===== config.mk =====
export PLATFORM = sky130hd
export DESIGN_NAME = msg_schedule_ctrl
export DESIGN_NICKNAME = d
export VERILOG_FILES = /design/src/rtl/msg_schedule_ctrl.sv
export SDC_FILE = /design/constraint.sdc
export NUM_CORES = 1
export LEC_CHECK = 0
export BUFFER_PORTS_ARGS = -buffer_cell sky130_fd_sc_hd__buf_2
export CORE_MARGIN = 2
export CORE_UTILIZATION = 40
export CTS_CLUSTER_DIAMETER = 50
export DETAILED_ROUTE_END_ITERATION = 10
export SLEW_MARGIN = 5
export SYNTH_ARGS = -nofsm -noshare
export SYNTH_HDL_FRONTEND = slang
export SYNTH_SLANG_ARGS = --single-unit

===== constraint.sdc =====
create_clock -name clk -period 10.4 [get_ports clk]
set_input_delay 1.56 -clock clk [delete_from_list [all_inputs] [get_ports clk]]
set_output_delay 1.56 -clock clk [all_outputs]
set_load 0.03 [all_outputs]

===== src/rtl/msg_schedule_ctrl.sv =====
// SHA-256 message-schedule sequencer: loads 16 words, expands to W[0..63] via a 16-word ring.
// Optional build macro MSG_SCHED_ROUND_IDX_EN adds D_round_out carrying t of the word on D_W_out.
module msg_schedule_ctrl #(
  parameter int DATA_WIDTH = 32,
  parameter int NUM_ROUNDS = 64
) (
  input  logic                  clk,
  input  logic                  rst,
  input  logic                  S_start_in,
  input  logic [DATA_WIDTH-1:0] S_W_in,
  input  logic                  S_valid_in,
  output logic                  S_ready_out,
  output logic [DATA_WIDTH-1:0] D_W_out,
  output logic                  D_valid_out,
  input  logic                  D_ready_in,
  output logic                  D_busy_out,
  output logic                  D_done_out
`ifdef MSG_SCHED_ROUND_IDX_EN
  ,
  output logic [5:0]            D_round_out
`endif
);

  typedef enum logic [1:0] {IDLE, LOAD, EXPAND, DRAIN} state_t;

  localparam logic [6:0] LAST_LOAD  = 7'd15;
  localparam logic [6:0] LAST_ROUND = 7'(NUM_ROUNDS - 1);

  state_t                state_q, state_d;
  logic [6:0]            cnt_q, cnt_d;
  logic                  adv, drain_hs, wr_en, valid_d, done_d;
  logic [DATA_WIDTH-1:0] w_new, w_sel;
  logic [3:0]            t_idx, i1, i9, i14;
  logic [DATA_WIDTH-1:0] wbuf [16];

  function automatic logic [31:0] sig0(input logic [31:0] x);
    return {x[6:0], x[31:7]} ^ {x[17:0], x[31:18]} ^ {3'b000, x[31:3]};
  endfunction

  function automatic logic [31:0] sig1(input logic [31:0] x);
    return {x[16:0], x[31:17]} ^ {x[18:0], x[31:19]} ^ {10'b0, x[31:10]};
  endfunction

  // 4-bit index arithmetic wraps mod 16, giving W[t-2], W[t-7], W[t-15], W[t-16] in the ring
  always_comb begin
    t_idx = cnt_q[3:0];
    i1    = t_idx + 4'd1;
    i9    = t_idx + 4'd9;
    i14   = t_idx + 4'd14;
    w_new = sig1(wbuf[i14]) + wbuf[i9] + sig0(wbuf[i1]) + wbuf[t_idx];
  end

  always_comb begin
    state_d     = state_q;
    cnt_d       = cnt_q;
    S_ready_out = 1'b0;
    wr_en       = 1'b0;
    done_d      = 1'b0;
    w_sel       = w_new;
    adv         = !D_valid_out | D_ready_in;
    drain_hs    = D_valid_out & D_ready_in;
    case (state_q)
      IDLE: begin
        if (S_start_in) begin
          state_d = LOAD;
          cnt_d   = '0;
        end
      end
      LOAD: begin
        S_ready_out = adv;
        if (S_valid_in && adv) begin
          wr_en = 1'b1;
          w_sel = S_W_in;
          cnt_d = cnt_q + 7'd1;
          if (cnt_q == LAST_LOAD) state_d = EXPAND;
        end
      end
      EXPAND: begin
        if (adv) begin
          wr_en = 1'b1;
          cnt_d = cnt_q + 7'd1;
          if (cnt_q == LAST_ROUND) state_d = DRAIN;
        end
      end
      DRAIN: begin
        if (drain_hs) begin
          done_d  = 1'b1;
          state_d = IDLE;
        end
      end
      default: state_d = IDLE;
    endcase
    // a fresh word always wins over a drain, so full-rate streaming keeps valid high
    if (wr_en)         valid_d = 1'b1;
    else if (drain_hs) valid_d = 1'b0;
    else               valid_d = D_valid_out;
  end

  always_ff @(posedge clk or posedge rst) begin
    if (rst) begin
      state_q     <= IDLE;
      cnt_q       <= '0;
      D_W_out     <= '0;
      D_valid_out <= 1'b0;
      D_done_out  <= 1'b0;
`ifdef MSG_SCHED_ROUND_IDX_EN
      D_round_out <= '0;
`endif
    end else begin
      state_q     <= state_d;
      cnt_q       <= cnt_d;
      D_valid_out <= valid_d;
      D_done_out  <= done_d;
      if (wr_en) begin
        D_W_out <= w_sel;
`ifdef MSG_SCHED_ROUND_IDX_EN
        D_round_out <= cnt_q[5:0];
`endif
      end
    end
  end

  always_ff @(posedge clk) begin
    if (wr_en) wbuf[t_idx] <= w_sel;
  end

  assign D_busy_out = (state_q != IDLE);

endmodule

==> results.yml, run 1 <==
status:
  status: "complete, no violations"
clock_network:
  hold_buffers: 0
  clkTransAtPathRegs_ns: 0.06
  numCtsBuffers: 75
  cts_resized: 0
  root_buffer: "clkbuf_16"
  cts.sinks: 555
  cts_tree: "done"
  postCtsSetupBuffers: 0
  h-tree-depth: 3
  worstSkewPairLatency_ns: 0.63
  cts_buffer_depth: 3
place:
  gp_congestion: 0.9360
  portBuffers: 72
  place_ws_ns: 1.479
  dp_hpwl_um: 65860
  post-place-cells: 3007
hold_path:
  holdPathStages: 2
  hp-class: "flip-flop to flip-flop"
  min_to: "D_W_out[13]"
  hold_start: "D_W_out[13]"
synth:
  synthSimpleGateAreaFrac_pct: 2.186
  ys_types: 54
  post_synth_fa_ha_maj_area_fraction_pct: 5.214
  synthCells: 1876
  synth-main-ff-cell: "edfxtp_1"
  synth-edff-count: 512
  synth_top_family_by_area: "multiplexers"
  synth_xor_area_share_pct: 3.991
  ys_warn_count: 0
  postSynth.asyncResetShare_pct: 7.748
  synth-compound-area-share_pct: 2.522
  yosysSeqAreaShare_pct: 48.55
  ys_ff_latch: 555
  syn_avg_cell_area_um2: 18.06
  synthesis.area_um2: 33890
  synthMuxAreaShare_pct: 34.56
  synth.net_count: 2017
setup_path:
  cp-start-kind: "flip-flop"
  end_kind: "flip-flop"
  crit-reg2reg-launch: "cnt_q[0]"
  reg2reg_to: "wbuf[10][28]"
  crit_fanout: 144
  path_class: "flip-flop to flip-flop"
  r2r_slack_ns: 1.28
  cp.required_ns: 10.65
  ff2ff_path_depth: 22
  cp.arrival_ns: 9.37
detailed_routing:
  wl_um: 103500
  drt_iter0_markers: 3022
  vias_per_cell: 6.566
  vias: 20650
  wl_met2_um: 49820
  wl_per_cell_um: 32.91
  drt_pass1_iterations: 8
  drc: 0
  routed-wl-met3_um: 9893
  top_layer: "met4"
  wl_met1_um: 40740
  antenna_left: 0
timing:
  maxClockFrequency_mhz: 109.6
  layout_setup_ws_ns: 1.279
  slew_headroom_pct: 17.34
  tightest_slew_ns: 1.240
  setup_viol: 0
  slew_violations: 0
  rsz0062_at_grt: "no"
  hold_viol: 0
  tns_ns: 0
  clock-skew-final_ns: 0.02864
  timing.final.crit_share_pct: 87.70
  fin_crit_ns: 9.121
  holdWs_ns: 0.4741
global_route:
  grt_overflow: 0
  antenna_found_initial: 0
  grt_pass1_wl_um: 149200
  grt_pass1_vias: 20450
  grt_usage_pct: 24.24
  grt_max_degree: 145
cells_and_area:
  layout-drive-gt1-share_pct: 40.23
  final_cells: 3145
  area_delta_synth_final_pct: 12.91
  final_cell_mix: "512 x edfxtp_1, 504 x mux4_2, 119 x xnor2_1"
  nets: 2091
  antenna_cells: 0
  final_common_cell: "edfxtp_1"
floorplanning:
  core_area_um2: 83820
  die_w_um: 295.1
  num_rows: 106
  start_util_pct: 40.43
  die_height_um: 295.1
  die_area_um2: 87060
  pin_count: 73
run:
  cap_violations: 0
-- critical path, cell delays in order (launching register included) --
cell	delay, ns
dfrtp_4	0.67
buf_12	0.59
buf_12	0.61
mux4_2	0.63
mux2i_1	0.21
a21oi_1	0.11
buf_4	0.21
xnor2_1	0.21
xnor2_1	0.21
fa_1	0.58
inv_1	0.05
fa_1	0.47
inv_1	0.04
ha_1	0.32
o21ai_0	0.10
nor2_1	0.23
o2111ai_1	0.17
a21boi_0	0.57
a31oi_1	0.38
o21ai_1	0.44
a21oi_1	0.16
xor2_1	0.18
a21oi_1	0.98
-- routing by layer --
metal	track usage (%)	vias to the layer above
met1	34.21	11110
met4	7.045	0
li1	-	7970
met3	4.090	187
met5	0	-
met2	38.96	1381
-- cells in the mapped netlist, types with 28 or more instances --
| master | n | area (µm²) |
|---|---|---|
| nand2_1 | 82 | 307.8 |
| xnor2_1 | 119 | 1042 |
| a21oi_1 | 41 | 205.2 |
| mux4_2 | 504 | 11350 |
| edfxtp_1 | 512 | 15370 |
| dfrtp_1 | 43 | 1076 |
| ha_1 | 42 | 525.5 |
| xor2_1 | 28 | 245.2 |
| inv_1 | 104 | 390.4 |
| fa_1 | 62 | 1241 |
| nor2_1 | 40 | 150.1 |
| buf_2 | 64 | 320.3 |
| clkbuf_1 | 36 | 135.1 |
-- worst max-delay path by stage --
stage / from / endpoint / cells after the start
after floorplan: cnt_q[0] / wbuf[0][30] / 31
after global placement: cnt_q[0] / D_W_out[28] / 20
after detailed placement: cnt_q[0] / wbuf[7][31] / 22
after CTS: cnt_q[0] / wbuf[12][31] / 22
after global routing: cnt_q[0] / wbuf[10][28] / 22
final: cnt_q[0] / wbuf[10][28] / 22
-- sequential cells by signal (all words and copies together) (netlist names) --
register     flops
D_valid_out      1
state_q          2
D_W_out         32
cnt_q            7
wbuf           512
D_done_out       1
-- layout make-up --
type	count	area, µm²
Fill cell	7182	45560
Multi-Input combinational cell	1088	16560
Sequential cell	555	16460
Clock buffer	95	2066
Tap cell	1134	1419
Timing Repair Buffer	125	833.3
Clock inverter	43	524.3
Inverter	105	395.4
-- cells by family (layout without fill, tap and decap cells) --
family	after synthesis	in the layout
AND/OR/NAND/NOR	168	168
AO/OA/AOI/OAI	134	134
flip-flops	555	555
buffers and inverters	233	368
adder cells (fa/ha/maj)	104	104
XOR/XNOR	151	151
multiplexers	531	531
-- stage by stage --
stage                     area (µm²)  util (%)
after floorplan                33890         -
final                          38260     45.65
after global routing           38260     45.65
after detailed placement       35670     42.55
after global placement         35670     42.55
after CTS                      38260     45.64
Power of run 1 is left out: the tool's default activity adds up to more than one toggle a clock period on the data nets, which glitch-free logic cannot reach.
==> run 2: changes to the inputs <==
--- a/config.mk
+++ b/config.mk
@@ -6,10 +6,14 @@
 export NUM_CORES = 1
 export LEC_CHECK = 0
 export BUFFER_PORTS_ARGS = -buffer_cell sky130_fd_sc_hd__buf_2
+export CELL_PAD_IN_SITES_DETAIL_PLACEMENT = 1
+export CELL_PAD_IN_SITES_GLOBAL_PLACEMENT = 1
 export CORE_MARGIN = 2
 export CORE_UTILIZATION = 40
 export CTS_CLUSTER_DIAMETER = 50
 export DETAILED_ROUTE_END_ITERATION = 10
+export GPL_TIMING_DRIVEN = 0
+export PLACE_DENSITY_LB_ADDON = 0.1
 export SLEW_MARGIN = 5
 export SYNTH_ARGS = -nofsm -noshare
 export SYNTH_HDL_FRONTEND = slang
==> results.yml, run 2 (synthesis gave the netlist of run 1 again) <==
timing:
  slew_violations: 5
  clock-skew-final_ns: 0.03858
  rsz0062_at_grt: "no"
  fin_crit_ns: 10.20
  tightest_slew_ns: 1.516
  hold_viol: 0
  timing.final.crit_share_pct: 98.06
  maxClockFrequency_mhz: 98.06
  tns_ns: 0
  holdWs_ns: 0.4748
  slew_headroom_pct: -1.384
  setup_viol: 0
setup_path:
  cp.arrival_ns: 10.60
  crit_fanout: 16
  cp.required_ns: 10.80
  reg2reg_to: "wbuf[4][31]"
  ff2ff_path_depth: 33
  end_kind: "flip-flop"
  r2r_slack_ns: 0.20
  crit-reg2reg-launch: "cnt_q[0]"
  critPathTopFamily: "buffers and inverters"
  path_class: "flip-flop to flip-flop"
  cp_common_cell: "buf_6"
  cp_slowest_cell: "clkdlybuf4s15_2"
  cp-start-kind: "flip-flop"
  crit_path_max_incr_delay_ns: 0.60
  crit_buf_inv: 14
clock_network:
  root_buffer: "clkbuf_16"
  hold_buffers: 0
  cts_buffer_depth: 3
  worstSkewPairLatency_ns: 0.65
  h-tree-depth: 3
  clkTransAtPathRegs_ns: 0.06
  numCtsBuffers: 79
  cts_tree: "done"
  cts.sinks: 555
floorplanning:
  pin_count: 73
  die_area_um2: 87060
  start_util_pct: 40.43
  die_w_um: 295.1
  core_area_um2: 83820
  num_rows: 106
  die_height_um: 295.1
status:
  violations: "max-capacitance violations, max-slew violations"
  status: "finished with violations"
global_route:
  grt_overflow: 0
  grt_pass1_wl_um: 199600
  grt_usage_pct: 34.60
  grt_max_degree: 33
  antenna_found_initial: 2
  grt_pass1_vias: 22690
cells_and_area:
  fillers: 7877
  top_regs: "wbuf (512), D_W_out (32), cnt_q (7)"
  layout-drive-gt1-share_pct: 42.11
  top_register: "wbuf"
  largest_register_ffs: 512
  nets: 2198
  antenna_cells: 0
  final_common_cell: "edfxtp_1"
  final_cell_mix: "512 x edfxtp_1, 504 x mux4_2, 129 x buf_2"
  multi_input_area_um2: 16700
  final-seq-area_um2: 16450
  area_delta_synth_final_pct: 15.72
detailed_routing:
  drt_pass1_iterations: 5
  antenna_left: 0
  wl_um: 149300
  drc: 0
  drt_iter0_markers: 3627
  vias_per_cell: 7.003
  wl_per_cell_um: 45.83
  vias: 22810
place:
  gp_congestion: 0.9545
  portBuffers: 72
  dp_hpwl_um: 102000
hold_path:
  hp-class: "flip-flop to flip-flop"
  min_to: "D_W_out[12]"
  holdPathStages: 2
  hold_start: "D_W_out[12]"
run:
  cap_violations: 1
-- run 2: cell count changes in the layout (fill, tap and decap cells not counted), moves of 8 or more --
cell,previous run,this run
clkbuf_1,12,43
buf_1,0,9
o21ai_0,24,16
clkinv_1,4,12
and2_2,8,0
buf_2,72,129
a21oi_1,39,30
buf_4,47,16
buf_16,0,14
and2_4,0,8
buf_6,0,13
clkbuf_2,0,8
a21oi_2,3,11
-- run 2: timing repair --
action	in CTS	in global routing
buffers inserted	0	1
setup endpoints to repair	510	285
gates resized for setup	44	12
pin swaps	0	1
-- run 2: final cells by class --
cell class              instances  share of cell area [%]
multi-input cells            1088                   42.58
flip-flops and latches        555                   41.95
clock buffers                  98                   5.332
well taps                    1134                   3.618
repair buffers                101                   2.454
plain buffers                 127                   1.787
clock inverters                49                   1.270
inverters                     105                   1.005
-- run 2: worst min-delay path, stage by stage (launching register included) --
cell     delay (ns)
dfrtp_1        0.34
nand2_1        0.05
nand2_1        0.06
-- run 2: worst max-delay path by stage --
stage | from | depth (start not counted) | slack [ns] | to
global placement | cnt_q[1] | 30 | -4.52 | wbuf[12][30]
CTS | cnt_q[0] | 34 | 0.03 | wbuf[13][31]
finish | cnt_q[0] | 33 | 0.20 | wbuf[4][31]
floorplan | cnt_q[0] | 31 | 1.88 | wbuf[0][30]
global route | cnt_q[0] | 33 | 0.03 | wbuf[13][31]
detailed placement | cnt_q[0] | 30 | -2.86 | wbuf[6][24]
-- run 2: stage by stage --
step           util, %  cells  setup WS [ns]  area, µm²
2_1_floorplan        -   1876          1.884      33890
5_1_grt          46.78   3257        0.03326      39210
3_5_place_dp     43.42   3110         -2.855      36390
3_3_place_gp     42.55   3082         -4.520      35670
6_report         46.78   3257         0.2021      39210
4_1_cts          46.69   3257        0.02848      39140
-- run 2: metal layers --
| metal | global-route usage [%] | up-vias | wire, µm |
|---|---|---|---|
| met2 | 55.12 | 1707 | 70410 |
| met4 | 14.16 | 4 | 7067 |
| met5 | 0 | - | 27 |
| li1 | - | 8213 | - |
| met3 | 7.179 | 348 | 14940 |
| met1 | 46.62 | 12540 | 56820 |
Power of run 2 is left out for the same reason.
